### src/rtl/fdc_pkg.sv
// Shared types and decode constants for the Z80-to-Wishbone FDC bridge.
// Holds the FSM state enum, A10/A8/A7 decode mask/values and FDC register map.
package fdc_pkg;

  typedef enum logic [1:0] {
    ST_IDLE = 2'd0,
    ST_BUS  = 2'd1,
    ST_HOLD = 2'd2
  } fdc_state_e;

  // Only A10, A8 and A7 take part in the port decode.
  localparam logic [15:0] DEC_MASK  = 16'h0580;
  localparam logic [15:0] DEC_FDC   = 16'h0100;
  localparam logic [15:0] DEC_MOTOR = 16'h0000;

  // FDC register map seen on the Wishbone side.
  localparam logic [2:0] FDC_REG_MSR  = 3'd0;
  localparam logic [2:0] FDC_REG_DATA = 3'd1;

  function automatic logic dec_match(
    input logic [15:0] a,
    input logic [15:0] v
  );
    return (a & DEC_MASK) == v;
  endfunction

  function automatic logic [2:0] fdc_reg(
    input logic a0
  );
    return a0 ? FDC_REG_DATA : FDC_REG_MSR;
  endfunction

endpackage

### src/rtl/fdc_z80_wb_bridge.sv
// Z80 I/O to Wishbone master bridge for an FDC, plus a motor latch port.
// Ports: wb_clk_i/wb_rst_i, Z80 bus (cpu_*), Wishbone master (wb_*),
// motor_o drive enables, timeout_o pulse on a forced termination.
module fdc_z80_wb_bridge
  import fdc_pkg::*;
#(
  parameter int unsigned TIMEOUT_CYCLES = 255
) (
  input  logic        wb_clk_i,
  input  logic        wb_rst_i,
  input  logic [15:0] cpu_addr,
  input  logic [7:0]  cpu_din,
  input  logic        cpu_iorq_n,
  input  logic        cpu_rd_n,
  input  logic        cpu_wr_n,
  input  logic        cpu_m1_n,
  output logic [7:0]  cpu_dout,
  output logic        cpu_oe,
  output logic        cpu_wait_n,
  output logic        wb_cyc_o,
  output logic        wb_stb_o,
  output logic        wb_we_o,
  output logic [2:0]  wb_adr_o,
  output logic [7:0]  wb_dat_o,
  input  logic [7:0]  wb_dat_i,
  input  logic        wb_ack_i,
  output logic [1:0]  motor_o,
  output logic        timeout_o
);

  localparam int CW = $clog2(TIMEOUT_CYCLES + 1);
  localparam logic [CW-1:0] C_LAST =
    CW'(TIMEOUT_CYCLES - 1);

  fdc_state_e      r_state;
  logic [CW-1:0]   r_cnt;
  logic            r_cyc;
  logic            r_we;
  logic [2:0]      r_adr;
  logic [7:0]      r_dat;
  logic [7:0]      r_dout;
  logic            r_oe;
  logic [1:0]      r_motor;
  logic            r_timeout;

  logic w_io;
  logic w_fdc_hit;
  logic w_mot_hit;
  logic w_xfer_req;
  logic w_mot_wr;

  // M1 low with IORQ low is an interrupt acknowledge, not I/O.
  assign w_io       = ~cpu_iorq_n & cpu_m1_n;
  assign w_fdc_hit  = w_io & dec_match(cpu_addr, DEC_FDC);
  assign w_mot_hit  = w_io & dec_match(cpu_addr, DEC_MOTOR);
  assign w_xfer_req = w_fdc_hit & (~cpu_rd_n | ~cpu_wr_n);
  assign w_mot_wr   = w_mot_hit & ~cpu_wr_n;

  // WAIT pulls low in the detect cycle, before the FSM has moved.
  assign cpu_wait_n =
    ~((r_state == ST_IDLE && w_xfer_req) ||
      (r_state == ST_BUS));

  always_ff @(posedge wb_clk_i or posedge wb_rst_i) begin
    if (wb_rst_i) begin
      r_state   <= ST_IDLE;
      r_cnt     <= '0;
      r_cyc     <= 1'b0;
      r_we      <= 1'b0;
      r_adr     <= 3'd0;
      r_dat     <= 8'h00;
      r_dout    <= 8'hFF;
      r_oe      <= 1'b0;
      r_motor   <= 2'b00;
      r_timeout <= 1'b0;
    end else begin
      r_timeout <= 1'b0;
      case (r_state)
        ST_IDLE: begin
          if (w_xfer_req) begin
            r_state <= ST_BUS;
            r_cyc   <= 1'b1;
            r_we    <= ~cpu_wr_n;
            r_adr   <= fdc_reg(cpu_addr[0]);
            r_dat   <= cpu_din;
            r_cnt   <= '0;
          end else if (w_mot_wr) begin
            r_state <= ST_HOLD;
            r_motor <= {2{cpu_din[0]}};
          end
        end
        ST_BUS: begin
          // Z80 strobe is ignored here: a started
          // transfer always runs to ack or timeout.
          if (wb_ack_i) begin
            r_state <= ST_HOLD;
            r_cyc   <= 1'b0;
            r_oe    <= ~r_we;
            r_cnt   <= '0;
            if (!r_we) begin
              r_dout <= wb_dat_i;
            end
          end else if (r_cnt == C_LAST) begin
            r_state   <= ST_HOLD;
            r_cyc     <= 1'b0;
            r_oe      <= ~r_we;
            r_dout    <= 8'hFF;
            r_timeout <= 1'b1;
            r_cnt     <= '0;
          end else begin
            r_cnt <= r_cnt + 1'b1;
          end
        end
        ST_HOLD: begin
          // Wait for the Z80 cycle to end so one
          // I/O cycle maps to one transfer.
          if (cpu_iorq_n) begin
            r_state <= ST_IDLE;
            r_oe    <= 1'b0;
          end
        end
        default: begin
          r_state <= ST_IDLE;
          r_cyc   <= 1'b0;
          r_oe    <= 1'b0;
        end
      endcase
    end
  end

  assign wb_cyc_o  = r_cyc;
  assign wb_stb_o  = r_cyc;
  assign wb_we_o   = r_we;
  assign wb_adr_o  = r_adr;
  assign wb_dat_o  = r_dat;
  assign cpu_dout  = r_dout;
  assign cpu_oe    = r_oe;
  assign motor_o   = r_motor;
  assign timeout_o = r_timeout;

endmodule

### config.mk
export PLATFORM = sky130hd
export DESIGN_NAME = fdc_z80_wb_bridge
export DESIGN_NICKNAME = d
export VERILOG_FILES = /design/src/rtl/fdc_pkg.sv /design/src/rtl/fdc_z80_wb_bridge.sv
export SDC_FILE = /design/constraint.sdc
export NUM_CORES = 1
export LEC_CHECK = 0
export BUFFER_PORTS_ARGS = -buffer_cell sky130_fd_sc_hd__buf_2
export CAP_MARGIN = 25
export CORE_ASPECT_RATIO = 1.2
export CORE_UTILIZATION = 35
export CTS_CLUSTER_DIAMETER = 150
export DETAILED_ROUTE_END_ITERATION = 10
export PLACE_DENSITY = 0.6
export SLEW_MARGIN = 20
export SYNTH_ARGS = -nofsm -noshare
export SYNTH_HDL_FRONTEND = slang
export SYNTH_SLANG_ARGS = --single-unit
### constraint.sdc
create_clock -name wb_clk_i -period 2.75 [get_ports wb_clk_i]
set_input_delay 0.55 -clock wb_clk_i [delete_from_list [all_inputs] [get_ports wb_clk_i]]
set_output_delay 0.55 -clock wb_clk_i [all_outputs]
set_load 0.005 [all_outputs]
==> key figures <==
Run status
  • Outcome: finished clean

Logic synthesis
  • Synth Cell Area: 0.00147 mm2
  • Fraction of registers with async set/reset: 100%
  • Gate Count Post-Synth: 125
  • Synth unique cells: 36
  • Largest cells by area after synthesis: dfrtp_1, dfstp_2, mux2_2
  • Mean post-synth cell area: 11.7 um2
  • Ys Warns: 0
  • Post-synthesis sequential area ratio: 55.3%
  • Post-synth EDFFs: 0
  • Synth area leader: dfrtp_1
  • Share of the synthesized area in the top cell type: 41.0%
  • Synth Flop Type: dfrtp_1
  • Synthesis-stage register bit count: 32

Die
  • Core area: 0.00397 mm2
  • Die Span X: 61.1 um
  • Initial Util: 36.9%
  • I/O pin count: 66
  • Rows: 25
  • Die area: 0.00445 mm2
  • Die height: 72.9 um

Route
  • Pre-antenna DRT Iters: 2
  • Drc violations: 0
  • Vias: 1135
  • Antenna Violating Nets Remaining: 0
  • DR iter-0 viols: 19
  • Via density: 4.85
  • Wirelength, routed: 2820 um
  • WL/cell: 12.1 um

Pwr
  • Max IR drop VDD: 0.469 mV
  • Share of power burned in registers: 49.6%
  • Switching share of power: 26.8%
  • Power consumption: 1.47 mW
  • Pint: 1.07 mW
  • Power density cells: 788 mW/mm2
  • Clock network power share: 25.8%
  • LEAKAGE: 0.953 nW
  • Combinational share of power: 24.6%
  • Net switching power: 0.394 mW

STA
  • RSZ-0062 raised after global routing: no
  • Setup TNS: 0 ns
  • Final hold slack: 0.345 ns
  • Fin. max-slew vios: 0
  • Worst Clk Skew: 0.00450 ns
  • Tmin final: 2.10 ns
  • Fmax: 476 MHz
  • Final setup margin: 0.648 ns
  • Final hold vios: 0
  • Final setup violation count: 0
  • Final Cycle Share: 76.4%

Clock tree
  • Root Buffer: clkbuf_8
  • Clk buf depth: 2
  • Clock Sinks: 32
  • Worst-path clk slew: 0.06 ns
  • Clock Latency Late Sink: 0.27 ns
  • H-tree depth: 2
  • CTS tree: yes
  • Hold buffer count at cts: 0
  • CTS Buf Count: 5
  • Setup bufs post-CTS: 0
  • Quantity of gates resized following cts: 0

Setup path
  • Reg-to-reg slack, setup: 1.08 ns
  • Reg-to-reg endpoint: r_cnt[5]
  • Crit path kind: in -> out
  • Data arrival time of the critical path: 1.55 ns
  • Data required time of the worst path: 2.20 ns
  • Startpoint types: input pin
  • Worst Setup End Kind: output port
  • Reg2Reg Depth: 6
  • Worst Path Max Fanout: 5
  • FF-to-FF Start: r_cnt[0]

Placed design
  • Dpl hpwl: 2100 um
  • Post-place instance area: 0.00177 mm2
  • Pre-CTS setup slack: 0.643 ns
  • Cells after DPL: 227
  • Placer congestion estimate: 0.842
  • Port bufs: 51

GRT
  • Global-route wire length before repair: 4390 um
  • Vias in the first global route: 1079
  • GRT overflow: 0
  • Largest net degree at the start of global routing: 33
  • GRT Total Usage: 13.3%
  • Initial antenna violation count: 0

Worst hold path
  • Worst hold path class: in -> async

Finish
  • Layout cells sized above 1: 48.3%
  • Synthesis-to-layout area growth: 27.0%
  • Fin util: 46.9%
  • Finished Cell Area: 0.00186 mm2
  • Fin nets: 221
  • Commonest non-fill, non-tap cell in the layout: buf_2
  • Diodes inserted: 0
  • Most frequent cells in the layout: buf_2, dfrtp_1, mux2_2, nand2_1, dfstp_2
  • Fin cells: 234

Job
  • Max-Cap Viols: 0
kinds of logic after synthesis:
kind of cell / share of synthesized area, %
simple gates: 14.2
compound gates: 16.6
flops: 55.3
buf+inv: 4.18
mux: 7.68
fa+ha+maj: 1.71
other cells: 0.256
flip-flops by register name, summed over array words and instances (netlist names):
| name | flops |
|---|---|
| wb_we_o | 1 |
| wb_adr_o | 1 |
| r_cnt | 8 |
| r_state | 2 |
| cpu_dout | 8 |
| motor_o | 1 |
| cpu_oe | 1 |
| wb_cyc_o | 1 |
| timeout_o | 1 |
| wb_dat_o | 8 |
cells in the mapped netlist (2+ instances only):
| master | number |
|---|---|
| dfrtp_1 | 24 |
| mux2_2 | 10 |
| nand2_1 | 9 |
| dfstp_2 | 8 |
| nor2_1 | 7 |
| inv_1 | 6 |
| o22a_1 | 6 |
| nand3_1 | 5 |
| o21ai_0 | 5 |
| a21oi_1 | 4 |
| a31oi_1 | 4 |
| buf_4 | 4 |
| a21o_1 | 3 |
| and3_1 | 3 |
| nand2b_1 | 3 |
| ha_1 | 2 |
| o21a_1 | 2 |
| or3b_2 | 2 |
worst max-delay path: stages:
cell	delay, ns
buf_2	0.12
nor4b_4	0.36
a41o_2	0.32
inv_2	0.07
buf_2	0.13
power by group through the flow:
stage / clock, mW / sequential [mW] / combinational, mW
after floorplan: 0 / 0.742 / 0.185
after global placement: 0 / 0.728 / 0.357
after detailed placement: 0 / 0.735 / 0.368
after CTS: 0.392 / 0.729 / 0.368
after global routing: 0.408 / 0.749 / 0.410
final: 0.378 / 0.727 / 0.361
worst max-delay path by stage:
| stage | startpoint | end | slack, ns |
|---|---|---|---|
| after global placement | cpu_iorq_n | cpu_wait_n | 0.65 |
| final | cpu_iorq_n | cpu_wait_n | 0.65 |
| after detailed placement | cpu_iorq_n | cpu_wait_n | 0.64 |
| after CTS | cpu_iorq_n | cpu_wait_n | 0.64 |
| after global routing | cpu_iorq_n | cpu_wait_n | 0.60 |
| after floorplan | cpu_iorq_n | cpu_wait_n | 0.99 |
metal layers:
layer | GRT usage [%] | vias to the layer above | wire length, um
li1 | - | 555 | -
met1 | 15.3 | 530 | 1240
met2 | 22.6 | 47 | 1380
met3 | 4.26 | 3 | 183
met4 | 5.05 | 0 | 23
met5 | 0 | - | 0
layout make-up:
class / count / area (um2)
clock buffer: 7 / 96.3
sequential: 32 / 811
fill: 377 / 2110
inverter: 7 / 26.3
tap: 54 / 67.6
timing repair buffer: 52 / 263
multi-input combinational: 82 / 598
No activity file was read; power rests on OpenSTA's default activity.
